### config.mk
export PLATFORM = sky130hd
export DESIGN_NAME = if_fetch_unit
export DESIGN_NICKNAME = d
export VERILOG_FILES = /design/src/rtl/if_pkg.sv /design/src/rtl/if_bht.sv /design/src/rtl/if_fetch_unit.sv
export SDC_FILE = /design/constraint.sdc
export NUM_CORES = 1
export LEC_CHECK = 0
export BUFFER_PORTS_ARGS = -buffer_cell sky130_fd_sc_hd__buf_2
export CORE_MARGIN = 2
export CORE_UTILIZATION = 42
export CTS_CLUSTER_DIAMETER = 60
export CTS_CLUSTER_SIZE = 14
export DETAILED_ROUTE_END_ITERATION = 16
export PLACE_DENSITY_LB_ADDON = 0.1
export SLEW_MARGIN = 20
export SYNTH_ARGS = -nofsm -noshare
export SYNTH_HDL_FRONTEND = slang
export SYNTH_SLANG_ARGS = --single-unit
### constraint.sdc
create_clock -name clk -period 4.5 [get_ports clk]
set_input_delay 0 -clock clk [delete_from_list [all_inputs] [get_ports clk]]
set_output_delay 0 -clock clk [all_outputs]
set_load 0.02 [all_outputs]
### src/rtl/if_pkg.sv
// Shared definitions for the instruction-fetch stage: opcodes, BHT counter encoding and
// B-type immediate decode.
package if_pkg;

    localparam logic [6:0] OP_BRANCH = 7'b1100011;
    localparam logic [6:0] OP_JAL    = 7'b1101111;

    typedef enum logic [1:0] {
        SNT = 2'b00,
        WNT = 2'b01,
        WT  = 2'b10,
        ST  = 2'b11
    } bht_state_t;

    localparam bht_state_t BHT_RESET = WNT;

    function automatic logic [31:0] imm_b(input logic [31:0] i);
        return {{20{i[31]}}, i[7], i[30:25], i[11:8], 1'b0};
    endfunction

endpackage

### src/rtl/if_bht.sv
// Branch history table: 2-bit saturating counters, one asynchronous read port and one
// synchronous write port. Only instantiated when IF_BHT_EN is defined.
module if_bht
    import if_pkg::*;
#(
    parameter int unsigned Entries = 64,
    localparam int unsigned IdxW   = $clog2(Entries)
) (
    input  logic            clk,
    input  logic            reset,
    input  logic [IdxW-1:0] rd_idx_i,
    output bht_state_t      rd_state_o,
    input  logic            upd_en_i,
    input  logic [IdxW-1:0] upd_idx_i,
    input  logic            upd_taken_i
);

    bht_state_t cnt_q [Entries];
    bht_state_t cnt_d;
    logic [1:0] cur;

    // Read sees the stored value, so a same-cycle update is only visible next cycle.
    assign rd_state_o = cnt_q[rd_idx_i];

    always_comb begin
        cur   = cnt_q[upd_idx_i];
        cnt_d = bht_state_t'(cur);
        if (upd_taken_i) begin
            if (cur != ST) cnt_d = bht_state_t'(cur + 2'd1);
        end else begin
            if (cur != SNT) cnt_d = bht_state_t'(cur - 2'd1);
        end
    end

    always_ff @(posedge clk or posedge reset) begin
        if (reset) begin
            for (int i = 0; i < int'(Entries); i++) cnt_q[i] <= BHT_RESET;
        end else if (upd_en_i) begin
            cnt_q[upd_idx_i] <= cnt_d;
        end
    end

endmodule

### src/rtl/if_fetch_unit.sv
// Instruction-fetch stage: PC register, next-PC selection and taken prediction for B-type
// branches. Define IF_BHT_EN to build the branch history table; otherwise static not-taken.
module if_fetch_unit
    import if_pkg::*;
#(
    parameter logic [31:0] RESET_PC    = 32'h0000_0000,
    parameter int unsigned BHT_ENTRIES = 64
) (
    input  logic        clk,
    input  logic        reset,
    input  logic        EX_MEM_flush,
    input  logic [31:0] EX_MEM_redirect_pc,
    input  logic        EX_MEM_stall,
    input  logic        ID_EX_branch,
    input  logic [31:0] ID_EX_target,
    input  logic        EX_MEM_br_valid,
    input  logic [31:0] EX_MEM_br_pc,
    input  logic        EX_MEM_br_taken,
    input  logic [31:0] inst_mem_read_data,
    output logic [31:0] inst_mem_addr,
    output logic [31:0] IF_pc,
    output logic        IF_take
);

    logic [31:0] pc_q;
    logic [31:0] pc_d;
    logic        take;
    logic [31:0] taken_pc;
    logic        unused_bits;

    assign inst_mem_addr = pc_q;
    assign IF_pc         = pc_q;
    assign IF_take       = take;

`ifdef IF_BHT_EN
    localparam int unsigned IdxW = $clog2(BHT_ENTRIES);

    logic       is_b;
    bht_state_t pred;

    assign is_b = (inst_mem_read_data[6:0] == OP_BRANCH);

    if_bht #(
        .Entries(BHT_ENTRIES)
    ) u_bht (
        .clk        (clk),
        .reset      (reset),
        .rd_idx_i   (pc_q[2 +: IdxW]),
        .rd_state_o (pred),
        .upd_en_i   (EX_MEM_br_valid & ~EX_MEM_stall & ~reset),
        .upd_idx_i  (EX_MEM_br_pc[2 +: IdxW]),
        .upd_taken_i(EX_MEM_br_taken)
    );

    assign take     = is_b & pred[1];
    assign taken_pc = pc_q + imm_b(inst_mem_read_data);

    // JAL/JALR are resolved in ID/EX, never predicted here.
    assign unused_bits = ^{inst_mem_read_data[24:12], EX_MEM_br_pc,
                           (inst_mem_read_data[6:0] == OP_JAL)};
`else
    assign take     = 1'b0;
    assign taken_pc = '0;

    // Without a BHT the instruction word and resolved-branch bus have no consumer.
    assign unused_bits = ^{inst_mem_read_data, EX_MEM_br_valid, EX_MEM_br_pc,
                           EX_MEM_br_taken, BHT_ENTRIES[0], OP_BRANCH, OP_JAL};
`endif

    always_comb begin
        pc_d = pc_q + 32'd4;
        if (EX_MEM_flush) begin
            pc_d = EX_MEM_redirect_pc;
        end else if (EX_MEM_stall) begin
            pc_d = pc_q;
        end else if (ID_EX_branch) begin
            pc_d = ID_EX_target;
        end else if (take) begin
            pc_d = taken_pc;
        end
        pc_d[1:0] = 2'b00;
    end

    always_ff @(posedge clk or posedge reset) begin
        if (reset) begin
            pc_q <= {RESET_PC[31:2], 2'b00};
        end else begin
            pc_q <= pc_d;
        end
    end

endmodule
**Yosys cells after proc, flatten, opt, wreduce, memory -nomap -nowiden**

Cells that the tools add are included.

- Add/sub/neg operators: 1
- Equality and inequality tests: 1
- Multiplexer cells: 3

Operators with widths:

| kind | number |
|---|---|
| 32-bit two-way mux | 3 |
| 32-bit by 3-bit adder with 32-bit output (second input constant) | 1 |
| 2-bit != test (second input constant) | 1 |

- Bits in registers: 30
- Input bits: 135
- Output and inout bits: 65
- Word-level logic and storage cells: 6

**Depth between registers and ports, before layout**

- Depth in word-level cells: 4
- Mapped depth: 7
- Depth with buffers taken out: 6

**Worst setup path before layout**

No wires, ideal clock.

- Kind: flip-flop to flip-flop
- Start point: register pc_q[2] (netlist: IF_pc[2])
- End point: register pc_q[20] (netlist: IF_pc[20])
- Setup time: 0.143 ns
- Data arrival time: 1.836 ns
- Setup slack: 2.520 ns
- Cell stages (with the launch flop): 7
- Buffers on the path: 0
- Clock period less this slack: 1.980 ns
- Cells stage by stage: dfrtp_1 ha_1 nand4_1 or3_4 nor3_1 xnor2_1 o221ai_1

- Cells in the longest elaborated chain, start to end: 4

RTL lines:

| what | line | text |
|---|---|---|
| start: declaration | if_fetch_unit.sv:25 | `logic [31:0] pc_q;` |
| start signal: assignment | if_fetch_unit.sv:86 | `pc_q <= {RESET_PC[31:2], 2'b00};` |
| start signal: assignment | if_fetch_unit.sv:88 | `pc_q <= pc_d;` |
| 32-bit by 3-bit adder with 32-bit output | if_fetch_unit.sv:71 | `pc_d = pc_q + 32'd4;` |
| 32-bit two-way mux | if_fetch_unit.sv:76 | `end else if (ID_EX_branch) begin` |
| 32-bit two-way mux | if_fetch_unit.sv:74 | `end else if (EX_MEM_stall) begin` |
| 32-bit two-way mux | if_fetch_unit.sv:72 | `if (EX_MEM_flush) begin` |

No other way between the ends. The select of a mux whose other input is x is not followed.
A chain may end at the register's enable or synchronous reset.

**Worst setup path after layout**

- Start point: register pc_q[4] (netlist: IF_pc[4])
- End point: register pc_q[31] (netlist: IF_pc[31])

Same word-level chain as after synthesis.

==> results.cfg <==
[worst_setup_path]
critPathSlowestCell = nor4_2
worst-endpoint-arrival_ns = 2.39
critical_path.cell_chain = nand4_2 -> nor4_2 -> nand4_1 -> xor2_1 -> a31oi_1
crit_fanout = 8
cp.required_ns = 4.69
critPathLaunch = IF_pc[4]$_DFFE_PP0P_
cp-end-kind = flop
reg2reg_from = IF_pc[4]$_DFFE_PP0P_
slowest_delay_ns = 0.80
critPathKind = reg2reg
start_kind = flop

[route]
first_pass_iters = 4
wl_um = 6600
ant_nets = 0
post_drt_wl_per_cell_um = 13.9
route.detailed.drc = 0
num_vias = 2470
drt_iter0_drc = 107
via_per_inst = 5.21

[global_route]
grt_max_degree = 63
grt-ovfl-total = 0
grt_pass1_vias = 2292
antenna_found_initial = 0
grt_first_pass_wirelength_um = 10500
track_usage = 0.208

[logic_synthesis]
synth-async-reset-ratio = 1.00
yosysUniqueCellTypes = 39
yosysSeqAreaShare = 0.315
synth_top_cell_by_area = dfrtp_1
synth_area_um2 = 2380
avgSynthCellArea_um2 = 8.34
synth.area.top_cells = dfrtp_1, buf_4, a22oi_1
synth_edf_count = 0
synthDominantCellAreaShare = 0.315
synth_cells = 286
synth_seq_cells = 30
yosys_warnings = 0
synth_ff_type = dfrtp_1

[clock_network]
cts_buffers = 5
cts_root_buf = clkbuf_8
cts_tree = done
insertion_delay_ns = 0.27
cts.clk_slew.worst_paths_ns = 0.07
cts.sinks = 30
cts_setup_buffers = 0
htreeDepth = 2
cts_buffer_depth = 2

[floorplan]
die_width_um = 79.4
die_h_um = 79.4
num_rows = 27
die-area_um2 = 6300
coreArea_um2 = 5510
start_util = 0.433
io_pins = 200

[cells_and_area]
design_area_um2 = 3210
diodes = 0
final_cell_mix = buf_2, nand2_1, dfrtp_1, dlygate4sd3_1, nor2_1
areaGrowthSynthToFinish_pct = 34.6
final_common_cell = buf_2
nNetsFinal = 537
drive_gt1_frac = 0.373
stdcell_count = 474
largest_register_ff_count = 30
n_fill_cell = 537

[pwr]
ir_drop_mv = 0.153
power.total_mw = 0.900
cellLeakagePower_nw = 1.46
powerDensity_nw_per_um2 = 280

[status]
outcome = finished clean

[sta]
rsz0062_at_grt = false
max_freq_mhz = 456
hold_violations = 0
slew_headroom = 0.289
setup_tns_ns = 0
finalSetupViolCount = 0
worst_pin_slew_ns = 1.07
post-route-min-period_ns = 2.19
skew_ns = 0.00632
hold-worst-slack_ns = 0.0453
post-route-period-util = 0.488
maxSlewViolCount = 0

[hold_path]
worstHoldStart = ID_EX_target[18]
hp-class = in2reg

[placed_design]
placed_area_um2 = 2800
numPortBuffers = 124
gp_congestion = 0.759
dpl.hpwl_um = 4420
dp_cells = 436

[run]
cap_violations = 0
[cells in the mapped netlist, types with 2 or more instances]
master and count:
nand2_1 34, dfrtp_1 30, nor2_1 25, clkbuf_1 17, o221ai_1 16, a31oi_1 2
nor4_2 2, nor3_1 4, buf_4 35, o21ai_0 12, inv_1 7, nand3_1 10
nand4_1 7, a22oi_1 21, xnor2_1 13, nand4_2 2, xor2_1 12, mux2_2 3
nor3_2 2, a21oi_1 9, o22ai_1 3, a221o_1 3
[area by class of cell]
| cell class | count | area, um2 | share of cell area |
|---|---|---|---|
| Multi-Input combinational cell | 201 | 1300 | 0.404 |
| Timing Repair Buffer | 156 | 936 | 0.292 |
| Sequential cell | 30 | 751 | 0.234 |
| Clock buffer | 8 | 110 | 0.0343 |
| Tap cell | 72 | 90.1 | 0.0281 |
| Inverter | 7 | 26.3 | 0.00819 |
[worst max-delay path: cells and delay by family, from the launching register on]
kind            cells  cell delay [ns]
flops               1             0.47
compound gates      1             0.17
xor+xnor            1             0.21
simple gates        3             1.26
[stage by stage]
| step | util | setup WS [ns] |
|---|---|---|
| CTS | 0.583 | 2.28 |
| detailed placement | 0.508 | 2.30 |
| finish | 0.583 | 2.31 |
| global route | 0.583 | 2.12 |
| global placement | 0.508 | 2.33 |
| floorplan | - | 2.52 |
[report_power, final]
part           internal, mW  switching [mW]  total, mW  leakage, nW
logic                 0.126           0.172      0.298         1.04
registers             0.298          0.0509      0.349        0.364
clock network         0.154          0.0988      0.253       0.0575
[path summary, 6_finish.rpt]
check | endpoint | slack [ns] | cells past startpoint
setup / recovery | IF_pc[31]$_DFFE_PP0P_ | 2.31 | 5
hold / removal | IF_pc[18]$_DFFE_PP0P_ | 0.05 | 3
setup reg to reg | IF_pc[31]$_DFFE_PP0P_ | 2.31 | 5
hold reg to reg | IF_pc[31]$_DFFE_PP0P_ | 0.65 | 2
max in group asynchronous | IF_pc[28]$_DFFE_PP0P_ | 3.86 | 4
min in group asynchronous | IF_pc[20]$_DFFE_PP0P_ | 0.34 | 4
[layer usage]
metal	share of wire	track usage	wire (um)
met3	0.053	0.0330	353
met4	0.0065	0.0466	43
met5	0	0	0
met2	0.48	0.365	3160
met1	0.46	0.270	3050
[kinds of logic (layout without fill, tap and decap cells)]
| family | Yosys count | in the layout | share of synthesized area |
|---|---|---|---|
| xor gates and xnor gates | 25 | 25 | 0.0918 |
| muxes | 4 | 4 | 0.0184 |
| other | 1 | 5 | 0.00157 |
| AOI/OAI and AO/OA | 68 | 68 | 0.206 |
| buffers and inverters | 59 | 171 | 0.148 |
| DFF | 30 | 30 | 0.315 |
| and+or+nand+nor | 98 | 98 | 0.215 |
| adders and majority gates | 1 | 1 | 0.00525 |
[repair_timing]
item	in CTS	in global routing
hold buffers	30	0
gates resized for setup	0	0
hold endpoints to repair	59	0
(Power assumes the default switching activity.)
